<file path="src/rtl/conversor_bcd_pkg.sv">
// Shared types and sizes for the sequential binary-to-BCD display converter.
// Optional leading-zero blanking is selected with CONVERSOR_BCD_BLANK_EN.
package conversor_bcd_pkg;
  localparam int N_IN  = 32;
  localparam int N_BCD = 10;
  localparam int N_OUT = 4;

  localparam logic [3:0] BLANK_CODE_DEF = 4'hE;

  typedef enum logic [1:0] {
    IDLE,
    SHIFT,
    DONE
  } state_t;
endpackage

</file>
<file path="src/rtl/conversor_bcd_add3.sv">
// Double-dabble digit correction: add 3 to a BCD digit of 5 or more before the shift.
// Purely combinational, no latency.
module bcd_add3 (
  input  logic [3:0] i_dig,
  output logic [3:0] o_dig
);
  assign o_dig = (i_dig >= 4'd5) ? (i_dig + 4'd3) : i_dig;
endmodule

</file>
<file path="src/rtl/conversor_bcd.sv">
// Sequential double-dabble converter: 32-bit value to four display digits, 34 edges load-to-Done.
// Build with CONVERSOR_BCD_BLANK_EN to blank leading-zero digits; a one-deep buffer holds loads made while busy.
module conversor_bcd #(
  parameter logic [3:0] BLANK_CODE = conversor_bcd_pkg::BLANK_CODE_DEF,
  parameter int         STEPS      = conversor_bcd_pkg::N_IN
) (
  input  logic        Clock,
  input  logic        Reset,
  input  logic [31:0] ValorSaida,
  input  logic        EnableOut,
  output logic [3:0]  Digito0,
  output logic [3:0]  Digito1,
  output logic [3:0]  Digito2,
  output logic [3:0]  Digito3,
  output logic        Overflow,
  output logic        Busy,
  output logic        Done
);
  import conversor_bcd_pkg::*;

  state_t                 r_state;
  logic [N_IN-1:0]        r_bin;
  logic [4*N_BCD-1:0]     r_bcd;
  logic                   r_carry;
  logic [5:0]             r_cnt;
  logic                   r_pend;
  logic [N_IN-1:0]        r_pend_val;

  logic [4*N_BCD-1:0]     w_adj;
  logic [4*N_OUT-1:0]     w_out;
  logic                   w_ovf;

  genvar g;
  generate
    for (g = 0; g < N_BCD; g++) begin : g_add3
      bcd_add3 u_add3 (
        .i_dig (r_bcd[4*g +: 4]),
        .o_dig (w_adj[4*g +: 4])
      );
    end
  endgenerate

  // Digits above the displayed four, plus anything shifted out the top, mean overflow.
  assign w_ovf = (|r_bcd[4*N_BCD-1:4*N_OUT]) | r_carry;

  always_comb begin
    w_out = r_bcd[4*N_OUT-1:0];
`ifdef CONVERSOR_BCD_BLANK_EN
    if (r_bcd[15:12] == 4'd0) w_out[15:12] = BLANK_CODE;
    if (r_bcd[15:8]  == 8'd0) w_out[11:8]  = BLANK_CODE;
    if (r_bcd[15:4]  == 12'd0) w_out[7:4]  = BLANK_CODE;
`endif
  end

  always_ff @(posedge Clock or negedge Reset) begin
    if (!Reset) begin
      r_state    <= IDLE;
      r_bin      <= '0;
      r_bcd      <= '0;
      r_carry    <= 1'b0;
      r_cnt      <= '0;
      r_pend     <= 1'b0;
      r_pend_val <= '0;
      Digito0    <= BLANK_CODE;
      Digito1    <= BLANK_CODE;
      Digito2    <= BLANK_CODE;
      Digito3    <= BLANK_CODE;
      Overflow   <= 1'b0;
      Busy       <= 1'b0;
      Done       <= 1'b0;
    end else begin
      Done <= 1'b0;
      case (r_state)
        IDLE: begin
          // A fresh strobe is newer than anything pending, so it takes priority.
          if (EnableOut || r_pend) begin
            r_bin   <= EnableOut ? ValorSaida : r_pend_val;
            r_bcd   <= '0;
            r_carry <= 1'b0;
            r_cnt   <= '0;
            r_pend  <= 1'b0;
            r_state <= SHIFT;
            Busy    <= 1'b1;
          end
        end
        SHIFT: begin
          r_bcd   <= {w_adj[4*N_BCD-2:0], r_bin[N_IN-1]};
          r_carry <= r_carry | w_adj[4*N_BCD-1];
          r_bin   <= {r_bin[N_IN-2:0], 1'b0};
          r_cnt   <= r_cnt + 6'd1;
          if (r_cnt == 6'(STEPS - 1)) r_state <= DONE;
        end
        DONE: begin
          Digito0  <= w_out[3:0];
          Digito1  <= w_out[7:4];
          Digito2  <= w_out[11:8];
          Digito3  <= w_out[15:12];
          Overflow <= w_ovf;
          Done     <= 1'b1;
          Busy     <= 1'b0;
          r_state  <= IDLE;
        end
        default: begin
          r_state <= IDLE;
          Busy    <= 1'b0;
        end
      endcase

      if (Busy && EnableOut) begin
        r_pend     <= 1'b1;
        r_pend_val <= ValorSaida;
      end
    end
  end
endmodule

</file>
<file path="config.mk">
export PLATFORM = sky130hd
export DESIGN_NAME = conversor_bcd
export DESIGN_NICKNAME = d
export VERILOG_FILES = /design/src/rtl/conversor_bcd_pkg.sv /design/src/rtl/conversor_bcd_add3.sv /design/src/rtl/conversor_bcd.sv
export SDC_FILE = /design/constraint.sdc
export NUM_CORES = 1
export LEC_CHECK = 0
export CORE_MARGIN = 3
export CORE_UTILIZATION = 40
export DETAILED_ROUTE_END_ITERATION = 7
export GPL_TIMING_DRIVEN = 0
export PLACE_DENSITY_LB_ADDON = 0.1
export SYNTH_ARGS = -nofsm -noshare
export SYNTH_HDL_FRONTEND = slang
export SYNTH_SLANG_ARGS = --single-unit
</file>
<file path="constraint.sdc">
create_clock -name Clock -period 1.5 [get_ports Clock]
set_clock_uncertainty 0.05 [all_clocks]
set_input_delay 0.15 -clock Clock [delete_from_list [all_inputs] [get_ports Clock]]
set_output_delay 0.15 -clock Clock [all_outputs]
set_load 0.02 [all_outputs]
</file>
==> results.cfg <==
[run_status]
status = finished, violations left
violations = negative setup slack

[timing]
tightest_slew_ps = 681.5
period_share_pct = 106.6
post-route-min-period_ps = 1599
rsz0062_at_grt = true
setup_viol = 30
hold_violations = 0
fin_setup_tns_ps = -2356
max_freq_ghz = 0.6253
maxSlewHeadroom_pct = 54.57
slew_violations = 0
setup_slack_ps = -99.32

[clock_tree]
numCtsBuffers = 17
clockBufferDepth = 2
cts.sinks = 133
path_clk_slew_ps = 60
cts_tree = built
cts_root_buffer = clkbuf_16
h-tree-depth = 4
clock_latency_ps = 420

[place]
gp_congestion = 0.8192
io_buffers = 52
hpwl_mm = 11.38
dp_cells = 888
place_area_um2 = 7553

[yosys]
synth_edf_count = 0
syn-instance-count = 619
ys_async_sr_fraction_pct = 100.0
syn_area_um2 = 6734
ys_warn_count = 0
syn_area_per_cell_um2 = 10.88
yosysTopAreaCell = dfrtp_1
yosys-top-cells-area = dfrtp_1 45%, mux2_2 5.4%, ha_1 5.0%
synth_fp_nets = 681
netlist.area_leader.share_pct = 44.96
ys.flop_type = dfrtp_1
ys_seq_elements = 133
yosysSeqAreaShare_pct = 49.65
synth_cell_types = 39

[pwr]
clkPwrFrac_pct = 37.1
vdd_drop_max_mv = 0.9520
p_switching_mw = 3.249
pwr-share-seq_pct = 40.5
pwr-share-comb_pct = 22.5
powerDensity_nw_per_um2 = 1278
leakage_nw = 3.796
switching_share_pct = 29.40
p_int_mw = 7.803

[floorplan]
io_pins = 54
rows = 46
start_util_pct = 41.64
die_h_um = 135.8
die_x_um = 135.8
core_um2 = 16170
die_area_um2 = 18430

[min_path]
hold_path.class = in -> reg

[cells_and_area]
diodes = 0
syn2layout_area_growth_pct = 28.43
fin_area_um2 = 8648
fin_nets = 782
multi_input_area_um2 = 3157
final_cells = 949
final_core_util_pct = 53.47
nFillCells = 1430
drive_gt1_share_pct = 24.69
seq_area_um2 = 3344

[detailed_routing]
avgRoutedWirePerCell_um = 18.54
dr.pass1.iters = 5
avgViaCountPerCell = 5.636
drt_iter0_markers = 248
drt-total-wl_mm = 17.59
drc = 0
ant_nets = 0
dr_total_vias = 5349

[global_routing]
grt.total_usage_pct = 19.76
grt_max_degree = 72
grt_pass1_wl_mm = 28.53
antenna_found_initial = 0
overflow = 0
grt_pass1_vias = 5475

[worst_setup_path]
worst_setup_path_start_kind = flip-flop
cp_data_arrival_time_ps = 1850
path_class = reg -> reg
crit_fanout = 8
required_ps = 1750
crit_path_end_kind = flip-flop

[run]
cap_violations = 0
worst max-delay path, cell delays in order (launching register included):
cell,delay [ps]
dfrtp_1,340
buf_6,120
nor3_4,40
buf_4,130
or2_1,210
buf_6,160
buf_8,140
a221o_1,300
cell families after synthesis:
logic type,after synthesis,share of synthesized area [%]
adders and majority gates,27,5.017
muxes,64,10.11
AOI/OAI and AO/OA,184,19.75
DFF,133,49.65
and+or+nand+nor,115,8.287
xor gates and xnor gates,11,1.431
buffers and inverters,85,5.760
power groups by stage:
stage                     logic [mW]  clock network, mW  registers, mW
after floorplan                 1.22                  0           4.73
after CTS                       2.35               4.17           4.47
after detailed placement        2.29                  0           4.57
after global placement          2.22                  0           4.55
after global routing            2.72               4.33           4.54
final                           2.48               4.09           4.47
per-layer routing:
metal / track usage (%) / up-vias / routed length, µm
li1: - / 2507 / -
met1: 26.28 / 2689 / 7745
met2: 32.69 / 136 / 8983
met3: 3.603 / 17 / 634
met4: 6.607 / 0 / 230
met5: 0 / - / 0
cells in the mapped netlist (all sizes together) (11+ instances only):
cell type and count:
a211oi 11, a221o 30, buf 28, clkbuf 15, dfrtp 121, dfstp 12
ha 27, inv 42, mux2 32, mux2i 32, nand2 42, nor2 12
nor2b 12, nor3 34, o2111ai 20, o21ai 62, o22ai 12, o31ai 13
xnor2 11
final timing paths:
check	slack, ps	cells past startpoint	start	to
setup / recovery	-100	7	r_state[0]	r_bin[23]
hold / removal	140	3	EnableOut	r_pend_val[1]
setup reg to reg	-100	7	r_state[0]	r_bin[23]
hold reg to reg	430	2	Digito1[2]	Digito1[2]
max in group asynchronous	350	3	Reset	Digito0[2]
min in group asynchronous	280	2	Reset	r_bcd[21]
what timing repair did:
action                                 4_1_cts  5_1_grt
pin swaps                                    3        4
cloned                                       3        0
endpoints found under the hold margin       60        0
gates resized for setup                     84       60
setup endpoints to repair                  114      108
buffers inserted                            16       10
hold buffers                                 1        0
area by class of cell:
class / count / share of cell area (%)
timing repair buffer: 83 / 9.245
tap: 216 / 3.125
clock buffer: 22 / 5.613
buffer: 42 / 3.906
clock inverter: 10 / 1.114
sequential: 133 / 38.67
inverter: 42 / 1.823
multi-input combinational: 401 / 36.50
sequential cells by signal, indices dropped and copies added, names as in the netlist:
register	flops
Done	1
r_cnt	6
r_bcd	40
r_bin	32
r_state	2
Busy	1
Digito2	4
Digito1	4
r_carry	1
r_pend	1
Overflow	1
Digito0	4
r_pend_val	32
Digito3	4
cell usage in the layout, fill, tap and decap left out, types with 5 or more instances in the layout:
| master | instances |
|---|---|
| dfrtp_1 | 120 |
| o21ai_0 | 55 |
| inv_1 | 41 |
| nand2_1 | 41 |
| buf_4 | 33 |
| mux2i_1 | 32 |
| mux2_2 | 32 |
| clkdlybuf4s50_1 | 32 |
| nor3_1 | 31 |
| a221o_1 | 30 |
| ha_1 | 23 |
| o2111ai_1 | 20 |
| buf_6 | 19 |
| clkbuf_16 | 18 |
| dfstp_2 | 12 |
| o22ai_1 | 12 |
| clkdlybuf4s15_1 | 12 |
| xnor2_1 | 11 |
| nor2_1 | 11 |
| nor2b_2 | 10 |
| o21a_1 | 10 |
| o211ai_1 | 10 |
| a211oi_1 | 10 |
| buf_2 | 7 |
| o21ai_1 | 7 |
| o31ai_1 | 7 |
| dlygate4sd2_1 | 7 |
| clkbuf_2 | 5 |
| o311ai_1 | 5 |
| o311ai_2 | 5 |
through the flow:
step	hold WS (ps)	power, mW	setup slack, ps
final	140.2	11.05	-99.32
after global routing	153.5	11.59	-162.8
after CTS	168.1	10.99	-99.35
after detailed placement	177.1	6.865	-355.6
after global placement	417.7	6.769	-5232
after floorplan	-195.6	5.947	59.53
(Power assumes the default switching activity.)
